<file path="src/rtl/rr_mux2_stream.sv">
// rr_mux2_stream
//
// Registered two-input stream selector with round-robin arbitration.
// Two valid/ready sources (A and B) compete for a single output register.
// When both request, the one that did not win the previous transfer is
// granted, so continuous contention yields A,B,A,B,...  The output register
// can be refilled in the same cycle it is drained, giving 1 beat/cycle.
//
// Ports:
//   clk      rising-edge clock
//   rst_n    synchronous reset, active-low
//   a_data   channel A payload          (DATA_W)
//   a_valid  channel A beat available
//   a_ready  channel A beat accepted this cycle
//   b_data   channel B payload          (DATA_W)
//   b_valid  channel B beat available
//   b_ready  channel B beat accepted this cycle
//   sel      combinational grant for this cycle, 0 = A, 1 = B
//   y_data   registered output payload  (DATA_W)
//   y_valid  output register holds a beat
//   y_ready  downstream accepts y_data
//   y_src    source of the beat in y_data, 0 = A, 1 = B
//   cnt_a    beats accepted from A      (CNT_W, wraps)
//   cnt_b    beats accepted from B      (CNT_W, wraps)

module rr_mux2_stream #(
    parameter int DATA_W = 8,
    parameter int CNT_W  = 16
) (
    input  logic              clk,
    input  logic              rst_n,
    input  logic [DATA_W-1:0] a_data,
    input  logic              a_valid,
    output logic              a_ready,
    input  logic [DATA_W-1:0] b_data,
    input  logic              b_valid,
    output logic              b_ready,
    output logic              sel,
    output logic [DATA_W-1:0] y_data,
    output logic              y_valid,
    input  logic              y_ready,
    output logic              y_src,
    output logic [CNT_W-1:0]  cnt_a,
    output logic [CNT_W-1:0]  cnt_b
);

    // Channel that won the most recent transfer; the other one wins the
    // next contention. Resets to B so that A wins the first contention.
    logic last_grant;
    logic load_en;
    logic xfer;

    // The output register is free when empty or being drained this cycle.
    assign load_en = !y_valid || y_ready;

    // Grant: a lone requester always wins; under contention the pointer
    // decides; with no requester sel simply shows the pointer so it does
    // not toggle on idle cycles.
    always_comb begin
        sel = last_grant;
        if (a_valid && !b_valid) begin
            sel = 1'b0;
        end else if (!a_valid && b_valid) begin
            sel = 1'b1;
        end else if (a_valid && b_valid) begin
            sel = !last_grant;
        end
    end

    // Readies are gated by rst_n so a source never sees its beat taken on
    // a reset edge, where the register ignores the transfer anyway.
    assign a_ready = rst_n && load_en && a_valid && !sel;
    assign b_ready = rst_n && load_en && b_valid &&  sel;
    assign xfer    = a_ready || b_ready;

    // Output register, arbitration pointer and beat counters. The pointer
    // moves only on an actual transfer so stalls never skip a channel.
    // On a plain drain y_data/y_src keep their last values.
    always_ff @(posedge clk) begin
        if (!rst_n) begin
            y_valid    <= 1'b0;
            y_data     <= '0;
            y_src      <= 1'b0;
            cnt_a      <= '0;
            cnt_b      <= '0;
            last_grant <= 1'b1;
        end else if (xfer) begin
            y_valid    <= 1'b1;
            y_data     <= sel ? b_data : a_data;
            y_src      <= sel;
            last_grant <= sel;
            if (sel) begin
                cnt_b <= cnt_b + 1'b1;
            end else begin
                cnt_a <= cnt_a + 1'b1;
            end
        end else if (y_valid && y_ready) begin
            y_valid <= 1'b0;
        end
    end

endmodule
</file>
<file path="config.mk">
export PLATFORM = sky130hd
export DESIGN_NAME = rr_mux2_stream
export DESIGN_NICKNAME = d
export VERILOG_FILES = /design/src/rtl/rr_mux2_stream.sv
export SDC_FILE = /design/constraint.sdc
export NUM_CORES = 1
export LEC_CHECK = 0
export CORE_ASPECT_RATIO = 0.75
export CORE_MARGIN = 10
export CORE_UTILIZATION = 35
export DETAILED_ROUTE_END_ITERATION = 16
export GPL_TIMING_DRIVEN = 0
export PLACE_DENSITY = 0.66
export RECOVER_POWER = 100
export SYNTH_ARGS = -nofsm -noshare
export SYNTH_HDL_FRONTEND = slang
export SYNTH_SLANG_ARGS = --single-unit
</file>
<file path="constraint.sdc">
create_clock -name clk -period 1.9 [get_ports clk]
set_clock_uncertainty 0.15 [all_clocks]
set_input_delay 0.19 -clock clk [delete_from_list [all_inputs] [get_ports clk]]
set_output_delay 0.19 -clock clk [all_outputs]
set_load 0.01 [all_outputs]
</file>
==> summary.md <==
| Metric | Value |
|---|---|
| Largest net degree at the start of global routing | `13` |
| Die W | `107 um` |
| DRC errors left | `0` |
| Synth warn | `0` |
| R2R Path End | `cnt_b[14]$_SDFFE_PN0P_` |
| Fmax | `528 MHz` |
| Clk sink count | `43` |
| Comb power frac | `14.1%` |
| Post-synth top flop | `dfxtp_1` |
| Clock buffer depth | `2` |
| Hold path startpoint | `cnt_b[15]$_SDFFE_PN0P_` |
| Final Wtd Congestion | `0.773` |
| I/O Buffers | `65` |
| EDFF count, synth | `0` |
| R2R Path Start | `last_grant$_SDFFE_PN1P_` |
| RSZ-0062 raised after global routing | `true` |
| CTS clk-pin slew, worst paths | `0.08 ns` |
| Via count | `1964` |
| Flops & latches, synth | `43` |
| # nets final | `324` |
| Final wirelength | `5.88 mm` |
| First DRT Iteration DRCs | `60` |
| Synth top area cells | `dfxtp_1 44%, mux2i_1 9.1%, nor2_1 3.8%, a21oi_1 3.5%, nand4_1 3.5%` |
| Outcome | `completed` |
| Post-synth top area share | `43.5%` |
| Critical Path RT | `1.97 ns` |
| Reg power frac | `53.2%` |
| Syn_nets | `243` |
| CP arrival | `1.96 ns` |
| Antenna violations before repair | `0` |
| Max FO, Critical Path | `5` |
| Layout cell share with drive strength beyond 1 | `13.3%` |
| Diode count | `0` |
| Post-synthesis cell type count | `35` |
| TritonRoute pass-1 iters | `4` |
| Fillers | `514` |
| GRT Util Overall | `12.4%` |
| Clock power frac | `32.7%` |
| Final-report hold violation count | `0` |
| Synthesized area | `0.00198 sq mm` |
| Via density | `5.22` |
| Worst skew pair latency | `0.29 ns` |
| Initial core utilization | `36.5%` |
| Vias in the first global route | `1886` |
| DIE AREA | `0.00909 sq mm` |
| First-pass GRT wire length | `9.36 mm` |
| Worst min path class | `reg2reg` |
| Crit path kind | `reg2reg` |
| Hpwl dp | `4.27 mm` |
| DR WL/cell | `15.6 um` |
| IO Count | `66` |
| Maximum VDD drop | `0.299 mV` |
| Hold Crit Depth | `1` |
| Cell Pwr Density | `588 mW/mm^2` |
| Yosys top cell by area | `dfxtp_1` |
| Max Cap Viol | `0` |
| Int Pwr | `1.34 mW` |
| Sw Pwr | `0.422 mW` |
| Synthesis-to-finish area growth | `52.0%` |
| Worst setup SP type | `flop` |
| Fin crit share | `99.7%` |
| Reg2Reg Depth | `5` |
| Sw frac | `23.9%` |
| Clock root cell | `clkbuf_8` |
| Post-synth ARST share | `0%` |
| GRT Residual Overflow | `0` |
| Most frequent cell after synthesis | `dfxtp_1` |
| Final Critical Period | `1.89 ns` |
| ANT nets after route | `0` |
| Die Height | `85.1 um` |
| Worst hold endpoint | `cnt_b[15]$_SDFFE_PN0P_` |
| Core Region | `0.00541 sq mm` |
| Setup Viol. Count Final | `0` |
| CTS tree | `yes` |
| Max-slew headroom | `63.8%` |
| Worst Tran Pin Value | `0.542 ns` |
| Worst Setup End Kind | `flop` |
| Lkg Pwr | `1.14 nW` |
| Setup slack, reg-to-reg | `0.006 ns` |
| H-tree lvl count | `2` |
| Final hold slack | `0.316 ns` |
| CTS Hold Buffers Added | `0` |
| TritonCTS buffer count | `5` |
| Sequential-to-total area share from yosys stat | `43.5%` |
| Syn Inst Count | `220` |
| Commonest cells post-synth | `43 x dfxtp_1, 20 x nor2_1, 18 x mux2i_1, 18 x nand2_1, 14 x a21oi_1` |
| Mean Syn Cell Area | `8.99 sq um` |
| Floorplan row count | `23` |
| Pins Over Slew Limit | `0` |
| Fin util | `55.5%` |
cell families after synthesis:
| group | count (synthesis) | synth area share [%] |
|---|---|---|
| compound gates | 40 | 12.8 |
| fa+ha+maj | 2 | 1.27 |
| simple gates | 93 | 26.5 |
| xor+xnor | 8 | 3.54 |
| flops | 43 | 43.5 |
| buf+inv | 16 | 3.23 |
| mux | 18 | 9.11 |
stage by stage:
stage	setup WS (ns)	total power, mW	TNS [ns]	std cells	area (sq um)
final	0.00584	1.77	0	376	3000
after global routing	-0.0549	1.86	-0.0706	376	3000
after CTS	-0.0855	1.77	-0.248	370	2860
after detailed placement	-0.481	1.19	-10.33	360	2720
after global placement	-0.430	1.18	-9.34	360	2720
after floorplan	0.0358	1.06	0	220	1980
metal layers:
layer,wire [um],global-route usage (%),vias to the layer above
li1,-,-,976
met1,2630,14.8,948
met2,2870,20.3,38
met3,361,4.76,2
met4,21,3.19,0
met5,0,0,-
state kept, by name (all words and copies together) (netlist names):
signal / count
cnt_a: 16
cnt_b: 16
y_data: 8
last_grant: 1
y_src: 1
y_valid: 1
repair_timing:
item | 4_1_cts | 5_1_grt
pin swaps | 2 | 4
endpoints found under the setup margin | 20 | 31
hold endpoints to repair | 0 | 0
cloned | 0 | 1
resized for setup | 14 | 24
setup buffers | 3 | 5
final cells by class:
type	instances	area [sq um]	area share, %
clock buffer	6	82.6	2.75
tap	75	93.8	3.12
buffer	10	63.8	2.12
inverter	6	22.5	0.750
multi-input combinational	161	1130	37.7
timing repair buffer	74	736	24.5
clock inverter	1	5.00	0.167
sequential	43	867	28.9
how the worst max path moves through the flow:
stage / from / to / slack, ns / cells past startpoint
2_1_floorplan: cnt_b[0]$_SDFFE_PN0P_ / cnt_b[14]$_SDFFE_PN0P_ / 0.04 / 6
3_3_place_gp: a_valid / cnt_b[14]$_SDFFE_PN0P_ / -0.43 / 6
3_5_place_dp: a_valid / cnt_b[14]$_SDFFE_PN0P_ / -0.48 / 6
4_1_cts: y_ready / b_ready / -0.09 / 5
5_1_grt: cnt_b[1]$_SDFFE_PN0P_ / cnt_b[14]$_SDFFE_PN0P_ / -0.05 / 6
6_report: last_grant$_SDFFE_PN1P_ / cnt_b[14]$_SDFFE_PN0P_ / 0.006 / 5
worst max-delay path: stages, from the launching register on:
cell and delay, ns:
dfxtp_2 0.34, and2_4 0.15, or4_4 0.56, buf_8 0.16, nor4_4 0.26, mux2i_1 0.21
cells in the final DEF (no fill, tap or decap), types with 4 or more instances in the layout:
cell             instances
clkdlybuf4s50_1         59
dfxtp_1                 40
nor2_1                  20
nand2_1                 18
mux2i_1                 18
a21oi_1                 13
nand4_1                 11
buf_4                    9
a211oi_1                 8
o21ai_0                  7
xor2_1                   7
inv_1                    6
nand3_1                  6
o31ai_1                  6
or3_1                    6
clkbuf_8                 6
or4_1                    5
nand2b_1                 5
clkbuf_1                 4
and4_1                   4
dlygate4sd2_1            4
power by group through the flow:
stage / logic (mW) / registers, mW / clock network (mW)
after CTS: 0.240 / 0.940 / 0.589
final: 0.249 / 0.940 / 0.577
after floorplan: 0.0953 / 0.969 / 0
after global placement: 0.223 / 0.960 / 0
after detailed placement: 0.227 / 0.960 / 0
after global routing: 0.274 / 0.944 / 0.645
No activity file was read; power rests on OpenSTA's default activity.
